==> src/rtl/edge_detector_multi_pkg.sv <==
// -----------------------------------------------------------------------------
// edge_detector_multi_pkg
// Shared constants and helpers for the multi-channel edge detector:
//   TRUE / FALSE         - single-bit logic constants
//   DEFAULT_SYNC_STAGES  - default synchroniser depth
//   cnt_width()          - debounce counter width, never narrower than 1 bit
// -----------------------------------------------------------------------------
package edge_detector_multi_pkg;

    localparam logic TRUE  = 1'b1;
    localparam logic FALSE = 1'b0;

    localparam int DEFAULT_SYNC_STAGES = 2;

    // The counter only has to reach DEBOUNCE_CYCLES-1. A single-cycle filter
    // still needs a 1-bit counter so the register is never zero width.
    function automatic int cnt_width(input int cycles);
        int w;
        w = $clog2(cycles);
        return (w < 1) ? 1 : w;
    endfunction

endpackage

==> src/rtl/edge_debounce_ch.sv <==
// -----------------------------------------------------------------------------
// edge_debounce_ch
// One channel of the edge detector: synchroniser chain, debounce counter,
// filtered level, registered edge pulses and sticky event flags.
// Ports:
//   clk, reset_n   - clock, asynchronous active-low reset
//   in_i           - raw asynchronous input
//   clear_pos_i    - clears event_pos_o at a clock edge (a new set wins)
//   clear_neg_i    - clears event_neg_o at a clock edge (a new set wins)
//   level_o        - debounced, synchronised level
//   posedge_o      - one-cycle pulse on accepted 0->1
//   negedge_o      - one-cycle pulse on accepted 1->0
//   event_pos_o    - sticky posedge flag
//   event_neg_o    - sticky negedge flag
// -----------------------------------------------------------------------------
module edge_debounce_ch
    import edge_detector_multi_pkg::*;
#(
    parameter int   SYNC_STAGES     = DEFAULT_SYNC_STAGES,
    parameter int   DEBOUNCE_CYCLES = 4,
    parameter logic INIT_LEVEL      = 1'b0
) (
    input  logic clk,
    input  logic reset_n,
    input  logic in_i,
    input  logic clear_pos_i,
    input  logic clear_neg_i,
    output logic level_o,
    output logic posedge_o,
    output logic negedge_o,
    output logic event_pos_o,
    output logic event_neg_o
);

    localparam int            CW      = cnt_width(DEBOUNCE_CYCLES);
    localparam logic [CW-1:0] CNT_MAX = CW'(DEBOUNCE_CYCLES - 1);

    logic [SYNC_STAGES-1:0] sync_q;
    logic                   synced;

    logic          level_q, level_d;
    logic [CW-1:0] cnt_q, cnt_d;
    logic          pos_q, pos_d;
    logic          neg_q, neg_d;
    logic          ev_pos_q, ev_pos_d;
    logic          ev_neg_q, ev_neg_d;
    logic          accept;

    assign synced = sync_q[SYNC_STAGES-1];

    always_comb begin
        // NOTE: every signal gets a default before any branch, so no path
        // leaves one unassigned and no latch is inferred.
        level_d = level_q;
        cnt_d   = cnt_q;
        accept  = FALSE;

        // Any return to the accepted level discards the partial count.
        if (synced == level_q) begin
            cnt_d = '0;
        end else if (cnt_q == CNT_MAX) begin
            level_d = synced;
            cnt_d   = '0;
            accept  = TRUE;
        end else begin
            cnt_d = cnt_q + 1'b1;
        end

        pos_d = accept & synced;
        neg_d = accept & ~synced;

        // A flag being set on the same edge as its clear stays set.
        ev_pos_d = pos_d | (ev_pos_q & ~clear_pos_i);
        ev_neg_d = neg_d | (ev_neg_q & ~clear_neg_i);
    end

    always_ff @(posedge clk or negedge reset_n) begin
        if (!reset_n) begin
            sync_q   <= {SYNC_STAGES{INIT_LEVEL}};
            level_q  <= INIT_LEVEL;
            cnt_q    <= '0;
            pos_q    <= FALSE;
            neg_q    <= FALSE;
            ev_pos_q <= FALSE;
            ev_neg_q <= FALSE;
        end else begin
            // NOTE: non-blocking assignments here so every flop samples the
            // pre-edge value of the others; blocking would collapse the chain.
            sync_q   <= {sync_q[SYNC_STAGES-2:0], in_i};
            level_q  <= level_d;
            cnt_q    <= cnt_d;
            pos_q    <= pos_d;
            neg_q    <= neg_d;
            ev_pos_q <= ev_pos_d;
            ev_neg_q <= ev_neg_d;
        end
    end

    assign level_o     = level_q;
    assign posedge_o   = pos_q;
    assign negedge_o   = neg_q;
    assign event_pos_o = ev_pos_q;
    assign event_neg_o = ev_neg_q;

endmodule

==> src/rtl/edge_detector_multi.sv <==
// -----------------------------------------------------------------------------
// edge_detector_multi
// NUM_CH independent debounced edge detectors with sticky, software-clearable
// event flags for CPU polling.
// Ports (all vectors NUM_CH wide, bit i belongs to channel i):
//   clk, reset_n  - clock, asynchronous active-low reset
//   in            - raw asynchronous inputs
//   level         - debounced, synchronised levels
//   out_posedge   - one-cycle pulses on accepted 0->1
//   out_negedge   - one-cycle pulses on accepted 1->0
//   event_pos     - sticky posedge flags
//   event_neg     - sticky negedge flags
//   clear_pos     - per-bit clear of event_pos
//   clear_neg     - per-bit clear of event_neg
// -----------------------------------------------------------------------------
module edge_detector_multi
    import edge_detector_multi_pkg::*;
#(
    parameter int   NUM_CH          = 4,
    parameter int   SYNC_STAGES     = DEFAULT_SYNC_STAGES,
    parameter int   DEBOUNCE_CYCLES = 4,
    parameter logic INIT_LEVEL      = 1'b0
) (
    input  logic              clk,
    input  logic              reset_n,
    input  logic [NUM_CH-1:0] in,
    output logic [NUM_CH-1:0] level,
    output logic [NUM_CH-1:0] out_posedge,
    output logic [NUM_CH-1:0] out_negedge,
    output logic [NUM_CH-1:0] event_pos,
    output logic [NUM_CH-1:0] event_neg,
    input  logic [NUM_CH-1:0] clear_pos,
    input  logic [NUM_CH-1:0] clear_neg
);

    for (genvar i = 0; i < NUM_CH; i++) begin : g_ch
        edge_debounce_ch #(
            .SYNC_STAGES    (SYNC_STAGES),
            .DEBOUNCE_CYCLES(DEBOUNCE_CYCLES),
            .INIT_LEVEL     (INIT_LEVEL)
        ) u_ch (
            .clk        (clk),
            .reset_n    (reset_n),
            .in_i       (in[i]),
            .clear_pos_i(clear_pos[i]),
            .clear_neg_i(clear_neg[i]),
            .level_o    (level[i]),
            .posedge_o  (out_posedge[i]),
            .negedge_o  (out_negedge[i]),
            .event_pos_o(event_pos[i]),
            .event_neg_o(event_neg[i])
        );
    end

endmodule

==> config.mk <==
export PLATFORM = sky130hd
export DESIGN_NAME = edge_detector_multi
export DESIGN_NICKNAME = d
export VERILOG_FILES = /design/src/rtl/edge_detector_multi_pkg.sv /design/src/rtl/edge_debounce_ch.sv /design/src/rtl/edge_detector_multi.sv
export SDC_FILE = /design/constraint.sdc
export NUM_CORES = 1
export LEC_CHECK = 0
export CAP_MARGIN = 20
export CORE_MARGIN = 2
export CORE_UTILIZATION = 30
export DETAILED_ROUTE_END_ITERATION = 16
export GPL_ROUTABILITY_DRIVEN = 0
export GPL_TIMING_DRIVEN = 0
export PLACE_DENSITY = 0.61
export SKIP_CTS_REPAIR_TIMING = 1
export SYNTH_ARGS = -nofsm -noshare
export SYNTH_HDL_FRONTEND = slang
export SYNTH_SLANG_ARGS = --single-unit
==> constraint.sdc <==
create_clock -name clk -period 1.1 [get_ports clk]
set_clock_uncertainty 0.05 [all_clocks]
set_input_delay 0.22 -clock clk [delete_from_list [all_inputs] [get_ports clk]]
set_output_delay 0.22 -clock clk [all_outputs]
set_load 0.02 [all_outputs]
==> results.tsv <==
metric	value	unit
layout cell share with drive strength beyond 1	43.33	%
r2r startpoint	g_ch[2].u_ch.cnt_q[0]	
I/O pins	34	
Max Transition Viols Final	0	
RSZ-0062 raised after global routing	true	
clock slew at reported path FFs	60	ps
Final Cell Area	2021	um^2
largest net degree at the start of global routing	37	
vias in the first global route	849	
critical path cell sequence	buf_6 -> buf_6	
Area Growth Syn to Fin	45.89	%
failing checks	hold timing, setup timing	
Syn Inst Count	106	
number of port buffers	33	
clock tree buffer depth	2	
Least-Margin Pin Slew	776.4	ps
register-to-register path setup slack	0	ps
crit path launch type	flip-flop	
diode count	0	
Synth Cell Area	1385	um^2
top cells by area, synth	dfrtp_1 65%, buf_4 11%, ha_1 3.6%	
Hold WC Path Type	in2async	
Final HPWL DP	1455	um
Hold Violations, Final	36	
Final setup viols	7	
detail-routed via count per cell	4.079	
Avg WL per Cell	10.83	um
hold slack	-36.53	ps
CP max-delay cell	dfrtp_1	
Post-synth EDFFs	0	
initial antenna violation count	0	
Routed WL	2187	um
GRT overflow	0	
Die H	71.95	um
setup tns final	-645.5	ps
fin crit period	1226	ps
# fillers	413	
final worst slack	-126.5	ps
Max Clk Rate	815.3	MHz
count leader, synth	dfrtp_1	
Peak VDD IR	1009	uV
Die ar.	5176	um^2
CP delay by family, top	flip-flops	
Power per Cell Area	2100	nW/um^2
dpl cell area	1780	um^2
crit path capture type	output port	
CTS buffer count	5	
synth unique cells	20	
relative slew slack	48.24	%
Critical Path Most Common Cell	buf_6	
Yosys top cell by area	dfrtp_1	
CTS sink count	36	
initial DRC count	49	
worst skew pair latency	280	ps
r2r worst-path depth	3	
Synth top area share	65.04	%
Root Driver	clkbuf_8	
CP peak stage delay	430	ps
fraction of registers with async set/reset	100.0	%
register area share after synthesis	65.04	%
post-synthesis sequential element count	36	
final core occ	45.78	%
status	finished, violations left	
CTS tree	yes	
core region area	4414	um^2
Worst Path Required	830	ps
YS warnings	0	
period utilization	111.5	%
drt pass-1 iters	3	
row count	24	
critical path class	reg2out	
Worst Path Arrival	960	ps
Routed Antenna Nets	0	
Main synth FF type	dfrtp_1	
Avg Cell Area, Syn	13.07	um^2
maxcap violations	0	
H-tree lvl count	2	
vias	824	
nets	167	
Leak Pwr	1.041	nW
Overall Power	4.242	mW
Commonest cells post-synth	36 x dfrtp_1, 20 x buf_4, 11 x inv_1	
CP max FO	5	
first-pass GRT wire length	3663	um
Chip Width	71.95	um
initial core utilization	31.38	%
DRC Markers	0	
reg2reg end	g_ch[2].u_ch.event_neg_o	
global-route usage over all layers	9.282	%
syn_nets	124	
Buf/Inv on CP	2	
## cells in the final DEF, fill, tap and decap left out, types with 2 or more instances in the layout
cell             netlist  routed
clkdlybuf4s50_1        0      12
dfrtp_1               36      33
dfrtp_2                0       3
buf_6                  0      29
clkbuf_8               0       6
a21o_1                 5       5
ha_4                   0       4
nor2b_1                2       2
and3b_2                2       2
nand2_1                3       3
and3b_1                3       3
buf_4                 20      14
clkbuf_1               0       2
inv_1                 11      11
o22ai_1                3       3
o21ai_0                3       3
nor2_1                 3       3
## logic make-up (layout without fill, tap and decap cells)
group | count (synthesis) | after routing | share of synthesized area, %
AND/OR/NAND/NOR | 19 | 19 | 9.034
multiplexers | 1 | 1 | 0.8130
buffers and inverters | 31 | 75 | 13.82
AO/OA/AOI/OAI | 11 | 11 | 5.149
flip-flops | 36 | 36 | 65.04
adder cells (fa/ha/maj) | 4 | 4 | 3.614
XOR/XNOR | 4 | 4 | 2.530
## sequential cells by signal, summed over array words and instances, names as in the netlist
signal	count
g_ch.u_ch.level_o	4
g_ch.u_ch.event_pos_o	4
g_ch.u_ch.event_neg_o	4
g_ch.u_ch.negedge_o	4
g_ch.u_ch.cnt_q	8
g_ch.u_ch.sync_q	8
g_ch.u_ch.posedge_o	4
## how the worst max path moves through the flow
stage	start	endpoint	slack [ps]	depth (start not counted)
detailed placement	g_ch[3].u_ch.level_o	level[3]	-330	2
floorplan	g_ch[1].u_ch.cnt_q[0]	g_ch[1].u_ch.event_neg_o	30	3
global placement	reset_n	g_ch[0].u_ch.event_pos_o	-950	1
CTS	g_ch[3].u_ch.level_o	level[3]	-650	2
finish	g_ch[2].u_ch.level_o	level[2]	-130	2
global route	g_ch[2].u_ch.level_o	level[2]	-180	2
## per-layer routing
layer	global-route usage [%]	vias to the layer above	part of all wire, %
met5	0	-	0
met2	14.71	29	48
met1	10.69	387	44
li1	-	404	-
met3	4.722	4	7.2
met4	3.774	0	1.4
## power breakdown
group	internal [mW]	leakage [nW]	switching, mW	total [mW]
clock network	0.510	0.0455	0.421	0.931
logic	0.927	0.531	0.567	1.49
registers	1.59	0.464	0.225	1.82
## final cells by class
class                   instances  area [um^2]  share of cell area (%)
well taps                      52        65.06                   3.220
clock buffers                   8        90.09                   4.458
repair buffers                 49        478.0                   23.65
multi-input cells              39        362.8                   17.96
flip-flops and latches         36        904.6                   44.77
plain buffers                   7        78.83                   3.901
inverters                      11        41.29                   2.043
## metrics by stage
step           setup WS (ps)  instances
2_1_floorplan          29.83        106
3_5_place_dp          -326.6        191
6_report              -126.5        202
4_1_cts               -645.3        199
3_3_place_gp          -948.9        191
5_1_grt               -182.6        202
No activity file was read; power rests on OpenSTA's default activity.
